**src/rtl/traffic_pkg.sv**
```systemverilog
// traffic_pkg: light codes and phase encodings shared by the intersection scheduler.
package traffic_pkg;
    localparam int PHASE_W = 3;
    typedef enum logic [1:0] {RED = 2'd0, GREEN = 2'd1, YELLOW = 2'd2} light_t;
    typedef enum logic [PHASE_W-1:0] {
        HW_GREEN  = 3'd0,
        HW_YELLOW = 3'd1,
        ALLRED_A  = 3'd2,
        FW_GREEN  = 3'd3,
        FW_YELLOW = 3'd4,
        ALLRED_B  = 3'd5,
        PED_WALK  = 3'd6
    } phase_t;
endpackage

```
**src/rtl/phase_timer.sv**
```systemverilog
// phase_timer: shared down-counter; a load wins over a tick and the count holds at zero.
module phase_timer #(
    parameter int CNT_W   = 16,
    parameter int RST_VAL = 1000
) (
    input  logic             clk,
    input  logic             rst,
    input  logic             tick_en,
    input  logic             load,
    input  logic [CNT_W-1:0] load_val,
    output logic             expired
);
    logic [CNT_W-1:0] cnt;
    always_ff @(posedge clk) begin
        if (rst) cnt <= CNT_W'(RST_VAL);
        else if (load) cnt <= load_val;
        else if (tick_en && cnt != '0) cnt <= cnt - 1'b1;
    end
    assign expired = (cnt == '0);
endmodule

```
**src/rtl/intersection_sched.sv**
```systemverilog
// intersection_sched: highway/farm-road right-of-way FSM, light decode and invoke pulses.
// PED_WALK_EN adds ped_req/walk and a pedestrian walk phase after ALLRED_B.
module intersection_sched
    import traffic_pkg::*;
#(
    parameter int CNT_W        = 16,
    parameter int LONG_TICKS   = 1000,
    parameter int SHORT_TICKS  = 100,
    parameter int ALLRED_TICKS = 20,
    parameter int FW_MAX_TICKS = 500,
    parameter int WALK_TICKS   = 200
) (
    input  logic         clk,
    input  logic         rst,
    input  logic         tick_en,
    input  logic         car_on_fw,
`ifdef PED_WALK_EN
    input  logic         ped_req,
    output logic         walk,
`endif
    output logic [1:0]   hw_light,
    output logic [1:0]   fw_light,
    output logic [2:0]   phase,
    output logic         invk_hw,
    output logic         invk_fw
);
    phase_t           state, nxt;
    logic             expired, load, go_walk;
    logic [CNT_W-1:0] load_val;

    phase_timer #(.CNT_W(CNT_W), .RST_VAL(LONG_TICKS)) u_timer (
        .clk(clk), .rst(rst), .tick_en(tick_en), .load(load), .load_val(load_val), .expired(expired)
    );

`ifdef PED_WALK_EN
    logic ped_flag;
    assign go_walk = ped_flag;
    assign walk    = (state == PED_WALK);
    always_ff @(posedge clk) begin
        if (rst) ped_flag <= 1'b0;
        else ped_flag <= (load && nxt == PED_WALK) ? 1'b0 : (ped_flag | ped_req);
    end
`else
    assign go_walk = 1'b0;
`endif

    always_comb begin
        nxt = state;
        case (state)
            HW_GREEN:  nxt = (expired && car_on_fw) ? HW_YELLOW : HW_GREEN;
            HW_YELLOW: nxt = expired ? ALLRED_A : HW_YELLOW;
            ALLRED_A:  nxt = expired ? FW_GREEN : ALLRED_A;
            FW_GREEN:  nxt = (expired || !car_on_fw) ? FW_YELLOW : FW_GREEN;
            FW_YELLOW: nxt = expired ? ALLRED_B : FW_YELLOW;
            ALLRED_B:  nxt = !expired ? ALLRED_B : go_walk ? PED_WALK : HW_GREEN;
`ifdef PED_WALK_EN
            PED_WALK:  nxt = expired ? HW_GREEN : PED_WALK;
`endif
            default:   nxt = ALLRED_B;
        endcase
    end

    // every transition changes phase, so a phase change is exactly a timer load
    assign load     = (nxt != state);
    assign load_val = (nxt == HW_GREEN) ? CNT_W'(LONG_TICKS) :
                      (nxt == HW_YELLOW || nxt == FW_YELLOW) ? CNT_W'(SHORT_TICKS) :
                      (nxt == ALLRED_A || nxt == ALLRED_B) ? CNT_W'(ALLRED_TICKS) :
                      (nxt == FW_GREEN) ? CNT_W'(FW_MAX_TICKS) : CNT_W'(WALK_TICKS);

    always_ff @(posedge clk) begin
        if (rst) begin
            state   <= HW_GREEN;
            invk_hw <= 1'b0;
            invk_fw <= 1'b0;
        end else begin
            state   <= nxt;
            invk_hw <= load && nxt == HW_GREEN;
            invk_fw <= load && nxt == FW_GREEN;
        end
    end

    assign phase    = state;
    assign hw_light = (state == HW_GREEN) ? GREEN : (state == HW_YELLOW) ? YELLOW : RED;
    assign fw_light = (state == FW_GREEN) ? GREEN : (state == FW_YELLOW) ? YELLOW : RED;
endmodule

```
**config.mk**
```make
export PLATFORM = sky130hd
export DESIGN_NAME = intersection_sched
export DESIGN_NICKNAME = d
export VERILOG_FILES = /design/src/rtl/traffic_pkg.sv /design/src/rtl/phase_timer.sv /design/src/rtl/intersection_sched.sv
export SDC_FILE = /design/constraint.sdc
export NUM_CORES = 1
export LEC_CHECK = 0
export CAP_MARGIN = 20
export CORE_ASPECT_RATIO = 0.7
export CORE_MARGIN = 10
export CORE_UTILIZATION = 55
export CTS_CLUSTER_SIZE = 25
export DETAILED_ROUTE_END_ITERATION = 12
export GPL_TIMING_DRIVEN = 1
export PLACE_DENSITY_LB_ADDON = 0.15
export RECOVER_POWER = 100
export SLEW_MARGIN = 15
export SYNTH_ARGS = -nofsm -noshare
export SYNTH_HDL_FRONTEND = slang
export SYNTH_SLANG_ARGS = --single-unit
```
**constraint.sdc**
```tcl
create_clock -name clk -period 2.9 [get_ports clk]
set_clock_uncertainty 0.15 [all_clocks]
set_input_delay 0.58 -clock clk [delete_from_list [all_inputs] [get_ports clk]]
set_output_delay 0.58 -clock clk [all_outputs]
set_load 0.02 [all_outputs]
```
==> results.yml, run 1 <==
final_layout:
  drive_gt1_share_pct: 11.3
  design_area_sq_um: 1520
  nets: 174
  regArea_sq_um: 420
  area_growth_pct: 11.9
  utilization_pct: 67.6
  fill_cells: 202
  layout_common_cells: "dfxtp_1, nand2_1, nor2_1"
  final_common_cell: "dfxtp_1"
  finalNonFillerCells: 200
  multi_input_area_sq_um: 855
  insertedDiodeCount: 0
place:
  dp_slack_ps: 265
  io_buffers: 12
  gp_congestion: 0.975
  post-place-cells: 196
  place_area_sq_um: 1500
  dpl.hpwl_mm: 2.61
synth:
  synth_ff_type: "dfxtp_1"
  async_flop_share_pct: 0
  yosys.cell_types.count: 56
  ys_ff_latch: 21
  synth_area_sq_um: 1350
  syn_nets: 161
  seq_area_frac_synth_pct: 31.1
  synth_cells: 156
  synth.avg_cell_area_sq_um: 8.68
  synth_edf_count: 0
  ys.warnings.count: 0
clock_network:
  htree_levels: 1
  post_cts_buffers: 0
  tritoncts: "yes"
  numCtsBuffers: 3
  clkSinkCount: 21
  root_buffer: "clkbuf_4"
  clockBufferDepth: 2
  clk_pin_slew_worst_paths_ps: 120
  clk_latency_ps: 300
  holdBufCountCts: 0
  cts_resized: 0
power_and_ir_drop:
  ir_drop_mv: 0.246
  p_total_mw: 0.522
  p_per_area_nw_per_um2: 344
  p_leak_nw: 0.523
sta:
  worstMarginPinSlew_ps: 602
  timing.final.ws_setup_ps: 131
  drv_slew: 0
  rsz0062_at_grt: "no"
  hold_viol: 0
  tns_ps: 0
  maxSlewHeadroom_pct: 59.6
  setup_violations: 0
  final.min_clock_period_ps: 2770
  holdWs_ps: 367
  fmax_mhz: 361
  finalCritPeriodShare_pct: 95.5
worst_setup_path:
  cpPeakStageDelay_ps: 680
  r2r-start: "u_timer.cnt[0]"
  crit_arrival_ps: 2040
  crit_slowest_cell: "dlygate4sd3_1"
  cp_cell_sequence: "inv_1 -> nand2_1 -> nor2_1 -> dlygate4sd3_1"
  r2r_cells: 7
  crit_fanout: 14
  rr_endpoint: "u_timer.cnt[9]"
  start_kind: "flip-flop"
  critPathCaptureType: "output pin"
  rrSetupSlack_ps: 260
  cp.required_ps: 2170
  crit_type: "flip-flop to output pin"
worst_hold_path:
  min_path_type: "flip-flop to flip-flop"
  hold_end: "u_timer.cnt[15]"
  hold_start: "u_timer.cnt[15]"
  worstHoldPathCells: 2
floorplanning:
  rows: 14
  core_sq_um: 2240
  ioPinCount: 13
  die_x_um: 79.3
  initial_core_util_pct: 60.4
  die_y_um: 61.5
  dieArea_sq_um: 4880
status:
  status: "completed"
global_route:
  grt_overflow: 0
  antenna_found_initial: 0
  grt_pass1_vias: 1175
  grt_util_all_layers_pct: 15.0
  grt_pass1_wl_mm: 5.96
  grt_max_degree: 19
drt:
  num_vias: 1358
  first_pass_iters: 5
  drt-total-wl_mm: 3.52
  drc: 0
  initialDrtViolationCount: 243
  wire_per_inst_um: 17.6
  vias_per_cell: 6.79
  drtAntennaViolNets: 0
job:
  max_cap_viol_count: 0
## sequential cells by signal, indices dropped and copies added, names as in the netlist
signal       count
u_timer.cnt     16
phase            3
invk_fw          1
invk_hw          1
## synth_stat cells (2+ instances only)
library cell | n | area share (%)
o31ai_1 | 5 | 2.8
inv_1 | 5 | 1.4
nor3_1 | 9 | 3.3
a21o_1 | 2 | 1.1
nand2_1 | 13 | 3.6
clkbuf_1 | 5 | 1.4
o311ai_0 | 2 | 1.3
or3_1 | 4 | 1.8
or4_1 | 4 | 2.2
and4_1 | 2 | 1.3
o21ai_0 | 5 | 1.8
xnor2_1 | 4 | 2.6
nand3_1 | 6 | 2.2
nor2_1 | 11 | 3.0
dfxtp_1 | 21 | 31
a211o_1 | 2 | 1.3
a2bb2oi_1 | 2 | 1.3
xor2_1 | 2 | 1.3
nor4_4 | 2 | 3.1
a21oi_1 | 9 | 3.3
a221o_1 | 2 | 1.5
nand3b_1 | 4 | 2.2
buf_6 | 2 | 1.7
## worst max-delay path by stage
stage / cells past startpoint / slack, ps / end / start
after CTS: 3 / 250 / hw_light[1] / phase[0]
final: 4 / 130 / hw_light[1] / phase[1]
after detailed placement: 6 / 260 / u_timer.cnt[2] / car_on_fw
after global routing: 4 / 60 / hw_light[1] / phase[1]
after global placement: 6 / 300 / u_timer.cnt[7] / car_on_fw
after floorplan: 8 / 620 / u_timer.cnt[2] / u_timer.cnt[0]
## routing by layer
| metal | GRT usage (%) | up-vias | share of wire [%] |
|---|---|---|---|
| li1 | - | 631 | - |
| met1 | 21.1 | 631 | 47 |
| met2 | 22.9 | 84 | 40 |
| met3 | 3.78 | 12 | 11 |
| met4 | 1.78 | 0 | 1.8 |
| met5 | 0 | - | 0 |
## area by class of cell
cell class              instances  share of cell area (%)
flip-flops and latches         21                    27.7
clock buffers                   3                    1.49
inverters                       5                    1.24
clock inverters                 1                   0.330
well taps                      32                    2.64
repair buffers                 17                    10.2
multi-input cells             121                    56.4
## power breakdown
| group | switching, mW | internal, mW |
|---|---|---|
| sequential | 0.0162 | 0.298 |
| combinational | 0.0373 | 0.0303 |
| clock | 0.0891 | 0.0515 |
## worst max-delay path, delay by kind of cell (launching register included)
kind	cells	cell delay [ps]
buffers and inverters	2	910
and+or+nand+nor	2	190
DFF	1	640
## kinds of logic (layout without fill, tap and decap cells)
group / after synthesis / in the layout / synth area share [%]
multiplexers: 1 / 1 / 0.832
AND/OR/NAND/NOR: 67 / 67 / 32.0
XOR/XNOR: 6 / 6 / 3.88
adder cells (fa/ha/maj): 1 / 1 / 0.924
flip-flops: 21 / 21 / 31.1
buffers and inverters: 14 / 26 / 5.36
AO/OA/AOI/OAI: 46 / 46 / 26.0
(Power assumes the default switching activity.)
==> run 2, diff against run 1 <==
==> constraint.sdc (replaced) <==
create_clock -name clk -period 2.9 [get_ports clk]
set_clock_uncertainty 0.15 [all_clocks]
set_input_delay 0.29 -clock clk [delete_from_list [all_inputs] [get_ports clk]]
set_output_delay 0.29 -clock clk [all_outputs]
set_load 0.02 [all_outputs]
==> run 2 against run 1 <==
  * Sequential power about the same
  * Wire length decreased by 7.6%
  * Power decreased by 1.6%
  * Fmax increased by 3.8%
  * Clock power decreased by 4%
  * Worst setup slack improved by 100 ps
  * Final cell count decreased by 1.0%
  * Critical path type is now flip-flop to flip-flop
  * Critical endpoint is now u_timer.cnt[9]
  * Largest power group unchanged
==> results.yml, run 2 (synthesized netlist as in run 1, its figures left out) <==
worst_hold_path:
  min_path_type: "flip-flop to flip-flop"
  hold_start: "u_timer.cnt[15]"
  worstHoldPathCells: 2
sta:
  setup_violations: 0
  rsz0062_at_grt: "no"
  finalCritPeriodShare_pct: 92.0
  worstMarginPinSlew_ps: 655
  drv_slew: 0
  timing.final.ws_setup_ps: 232
  fmax_mhz: 375
  hold_viol: 0
  maxSlewHeadroom_pct: 56.0
  final.min_clock_period_ps: 2670
  tns_ps: 0
power_and_ir_drop:
  power_frac_comb_pct: 12.7
  sequentialPowerShare_pct: 60.7
  p_leak_nw: 0.508
  power_switching_mw: 0.134
  p_int_mw: 0.380
  swShare_pct: 26.0
  p_clk_share_pct: 26.6
  ir_drop_mv: 0.238
  p_per_area_nw_per_um2: 343
worst_setup_path:
  crit_arrival_ps: 2710
  crit_fanout: 9
  start_kind: "flip-flop"
  r2r-start: "u_timer.cnt[0]"
  r2r_cells: 8
  critPathCaptureType: "flip-flop"
  crit_type: "flip-flop to flip-flop"
  cp.required_ps: 2940
  crit_path_start: "u_timer.cnt[0]"
clock_network:
  clk_latency_ps: 300
  clk_pin_slew_worst_paths_ps: 110
  root_buffer: "clkbuf_4"
  holdBufCountCts: 0
  tritoncts: "yes"
  clkSinkCount: 21
  htree_levels: 1
  numCtsBuffers: 3
  cts_resized: 0
  clockBufferDepth: 2
  post_cts_buffers: 0
floorplanning:
  die_y_um: 61.5
  die_x_um: 79.3
  rows: 14
  initial_core_util_pct: 60.4
  ioPinCount: 13
  dieArea_sq_um: 4880
  core_sq_um: 2240
drt:
  vias_per_cell: 6.35
  initialDrtViolationCount: 119
  drt-total-wl_mm: 3.25
  drc: 0
  num_vias: 1257
  first_pass_iters: 4
  drtAntennaViolNets: 0
  wire_per_inst_um: 16.4
status:
  status: "completed"
final_layout:
  area_growth_pct: 10.6
  largest_reg_flops: 16
  regMostFlops: "u_timer.cnt"
  insertedDiodeCount: 0
  utilization_pct: 66.8
  drive_gt1_share_pct: 9.64
  layout_common_cells: "dfxtp_1, nand2_1, nor2_1"
  nets: 172
  final_common_cell: "dfxtp_1"
  fill_cells: 194
place:
  io_buffers: 12
  dpl.hpwl_mm: 2.44
  gp_congestion: 0.874
  dp_slack_ps: 259
global_route:
  antenna_found_initial: 0
  grt_overflow: 0
  grt_util_all_layers_pct: 14.1
  grt_pass1_vias: 1143
  grt_max_degree: 19
  grt_pass1_wl_mm: 5.53
job:
  max_cap_viol_count: 0
## run 2: cell types whose count changed in the layout (fill, tap and decap cells not counted)
cell | previous run | this run
a2111oi_1 | 0 | 1
clkbuf_1 | 1 | 3
clkinv_2 | 1 | 0
and4_2 | 0 | 1
buf_4 | 4 | 1
and4_1 | 2 | 1
a2111oi_0 | 1 | 0
## run 2: metrics by stage
step	cell area (sq um)	hold WS [ps]	power [mW]	instances
6_report	1500	350	0.513	198
5_1_grt	1500	389	0.537	198
4_1_cts	1510	348	0.518	198
3_5_place_dp	1480	329	0.383	194
3_3_place_gp	1480	320	0.379	194
2_1_floorplan	1350	300	0.364	156
## run 2: power by group through the flow
stage               sequential [mW]  clock (mW)  combinational (mW)
floorplan                     0.314           0              0.0504
global placement              0.317           0              0.0618
detailed placement            0.318           0              0.0648
CTS                           0.311       0.142              0.0652
global route                  0.313       0.152              0.0715
finish                        0.312       0.136              0.0654
## run 2: worst paths after layout
kind	to	slack, ps
worst max-delay path	u_timer.cnt[9]	230
worst min-delay path	u_timer.cnt[15]	350
worst min register to register	u_timer.cnt[15]	350
worst max register to register	u_timer.cnt[9]	230
## run 2: worst max-delay path, cell delays in order, from the launching register on
cell and delay (ps):
dfxtp_1 330, inv_1 100, ha_1 270, nor4b_4 400
and4_2 420, buf_4 190, or3_1 190, o311ai_0 150
a221o_1 370
## run 2: layout make-up
cell class	instances	area (sq um)	area share (%)
well taps	32	40.0	2.67
repair buffers	15	135	9.02
inverters	5	18.8	1.25
clock buffers	4	26.3	1.75
multi-input cells	121	857	57.2
flip-flops and latches	21	420	28.1
## run 2: routing by layer
layer | global-route usage [%] | part of all wire (%) | vias up
met5 | 0 | 0 | -
met4 | 2.80 | 0.34 | 0
met3 | 4.80 | 6.9 | 2
met2 | 21.1 | 43 | 40
met1 | 19.2 | 50 | 586
li1 | - | - | 629
==> run 3, diff against run 2 <==
Settings changed: PLACE_DENSITY set to 0.77, PLACE_DENSITY_LB_ADDON 0.15 to unset.
==> run 3 against run 2 <==
  * Via count rose by 3.9%
  * Combinational power barely moved
  * Count of clock-buffer cells in the layout did not move
  * Final area barely moved
  * Critical endpoint is now u_timer.cnt[2]
  * Wire length rose by 4.8%
  * Non-clock buffer count did not move
  * Fmax fell by 0.50%
  * Final cell count did not move
  * Worst hold slack got worse by 3.3 ps
  * Register-to-register slack barely moved
==> results.yml, run 3 (synthesized netlist as in run 1, its figures left out) <==
clock_network:
  root_buffer: "clkbuf_4"
  clkSinkCount: 21
  tritoncts: "yes"
  clk_pin_slew_worst_paths_ps: 130
  htree_levels: 1
  numCtsBuffers: 3
  clk_latency_ps: 320
  clockBufferDepth: 2
  holdBufCountCts: 0
  cts_resized: 0
  post_cts_buffers: 0
sta:
  worstMarginPinSlew_ps: 637
  final.min_clock_period_ps: 2680
  hold_viol: 0
  fmax_mhz: 373
  drv_slew: 0
  tns_ps: 0
  finalCritPeriodShare_pct: 92.5
  maxSlewHeadroom_pct: 57.2
  setup_violations: 0
  rsz0062_at_grt: "no"
  holdWs_ps: 347
global_route:
  grt_pass1_wl_mm: 5.75
  grt_pass1_vias: 1183
  grt_max_degree: 19
  grt_overflow: 0
  antenna_found_initial: 0
  grt_util_all_layers_pct: 14.6
power_and_ir_drop:
  p_leak_nw: 0.511
  sequentialPowerShare_pct: 59.6
  p_int_mw: 0.380
  power_frac_comb_pct: 12.4
  ir_drop_mv: 0.259
  p_per_area_nw_per_um2: 351
  p_clk_share_pct: 28.1
  swShare_pct: 27.8
  power_switching_mw: 0.146
worst_setup_path:
  crit_arrival_ps: 2700
  critPathCaptureType: "flip-flop"
  cp.required_ps: 2920
  crit_type: "flip-flop to flip-flop"
  crit_fanout: 6
  r2r_cells: 7
  start_kind: "flip-flop"
final_layout:
  fill_cells: 215
  area_growth_pct: 10.7
  largest_reg_flops: 16
  regMostFlops: "u_timer.cnt"
  final_common_cell: "dfxtp_1"
  drive_gt1_share_pct: 9.64
  layout_common_cells: "dfxtp_1, nand2_1, nor2_1"
  nets: 172
  insertedDiodeCount: 0
floorplanning:
  die_y_um: 61.5
  core_sq_um: 2240
  rows: 14
  die_x_um: 79.3
  dieArea_sq_um: 4880
  ioPinCount: 13
  initial_core_util_pct: 60.4
drt:
  vias_per_cell: 6.60
  drtAntennaViolNets: 0
  drt-total-wl_mm: 3.41
  num_vias: 1306
  initialDrtViolationCount: 73
  drc: 0
  first_pass_iters: 4
  wire_per_inst_um: 17.2
place:
  io_buffers: 12
  dpl.hpwl_mm: 2.64
  gp_congestion: 0.858
job:
  max_cap_viol_count: 0
worst_hold_path:
  worstHoldPathCells: 2
  min_path_type: "flip-flop to flip-flop"
status:
  status: "completed"
-- run 3: cell count changes in the layout (fill, tap and decap cells not counted) --
cell / previous run / this run
buf_4: 1 / 2
a2111oi_1: 1 / 0
and4_2: 1 / 0
and4_1: 1 / 2
a2111oi_0: 0 / 1
clkbuf_1: 3 / 2
-- run 3: stage by stage --
stage,util [%],cell area (sq um),power (mW),instances,worst slack (ps)
global route,66.9,1500,0.546,198,45.5
detailed placement,66.1,1480,0.385,194,292
floorplan,-,1350,0.364,156,622
CTS,67.3,1510,0.528,198,267
finish,66.9,1500,0.526,198,218
global placement,66.1,1480,0.380,194,376
-- run 3: cell type report --
type	instances	area, sq um	share of cell area (%)
timing repair buffer	15	139	9.27
clock buffer	4	26.3	1.75
multi-input combinational	121	855	57.0
sequential	21	420	28.0
tap	32	40.0	2.67
inverter	5	18.8	1.25
-- run 3: path summary, 6_finish.rpt --
check             startpoint               to  slack, ps
max           u_timer.cnt[0]   u_timer.cnt[2]        220
min          u_timer.cnt[15]  u_timer.cnt[15]        350
max reg2reg   u_timer.cnt[0]   u_timer.cnt[2]        220
min reg2reg  u_timer.cnt[15]  u_timer.cnt[15]        350
-- run 3: worst max-delay path, cell delays in order, from the launching register on --
cell and delay (ps):
dfxtp_1 350, inv_1 90, ha_1 270, nor4b_4 360, and4_1 300, mux2_1 380, o311ai_0 490, a221oi_1 150
-- run 3: metal layers --
layer / global-route usage [%] / part of all wire [%] / routed length (um)
met3: 4.80 / 8.7 / 295
met2: 21.9 / 44 / 1500
met1: 19.9 / 47 / 1590
met5: 0 / 0 / 0
met4: 3.05 / 0.56 / 19
-- run 3: power by group through the flow --
stage | logic [mW] | clock network [mW] | registers [mW]
finish | 0.0651 | 0.148 | 0.313
floorplan | 0.0504 | 0 | 0.314
global route | 0.0725 | 0.159 | 0.315
detailed placement | 0.0654 | 0 | 0.319
CTS | 0.0657 | 0.149 | 0.313
global placement | 0.0628 | 0 | 0.317
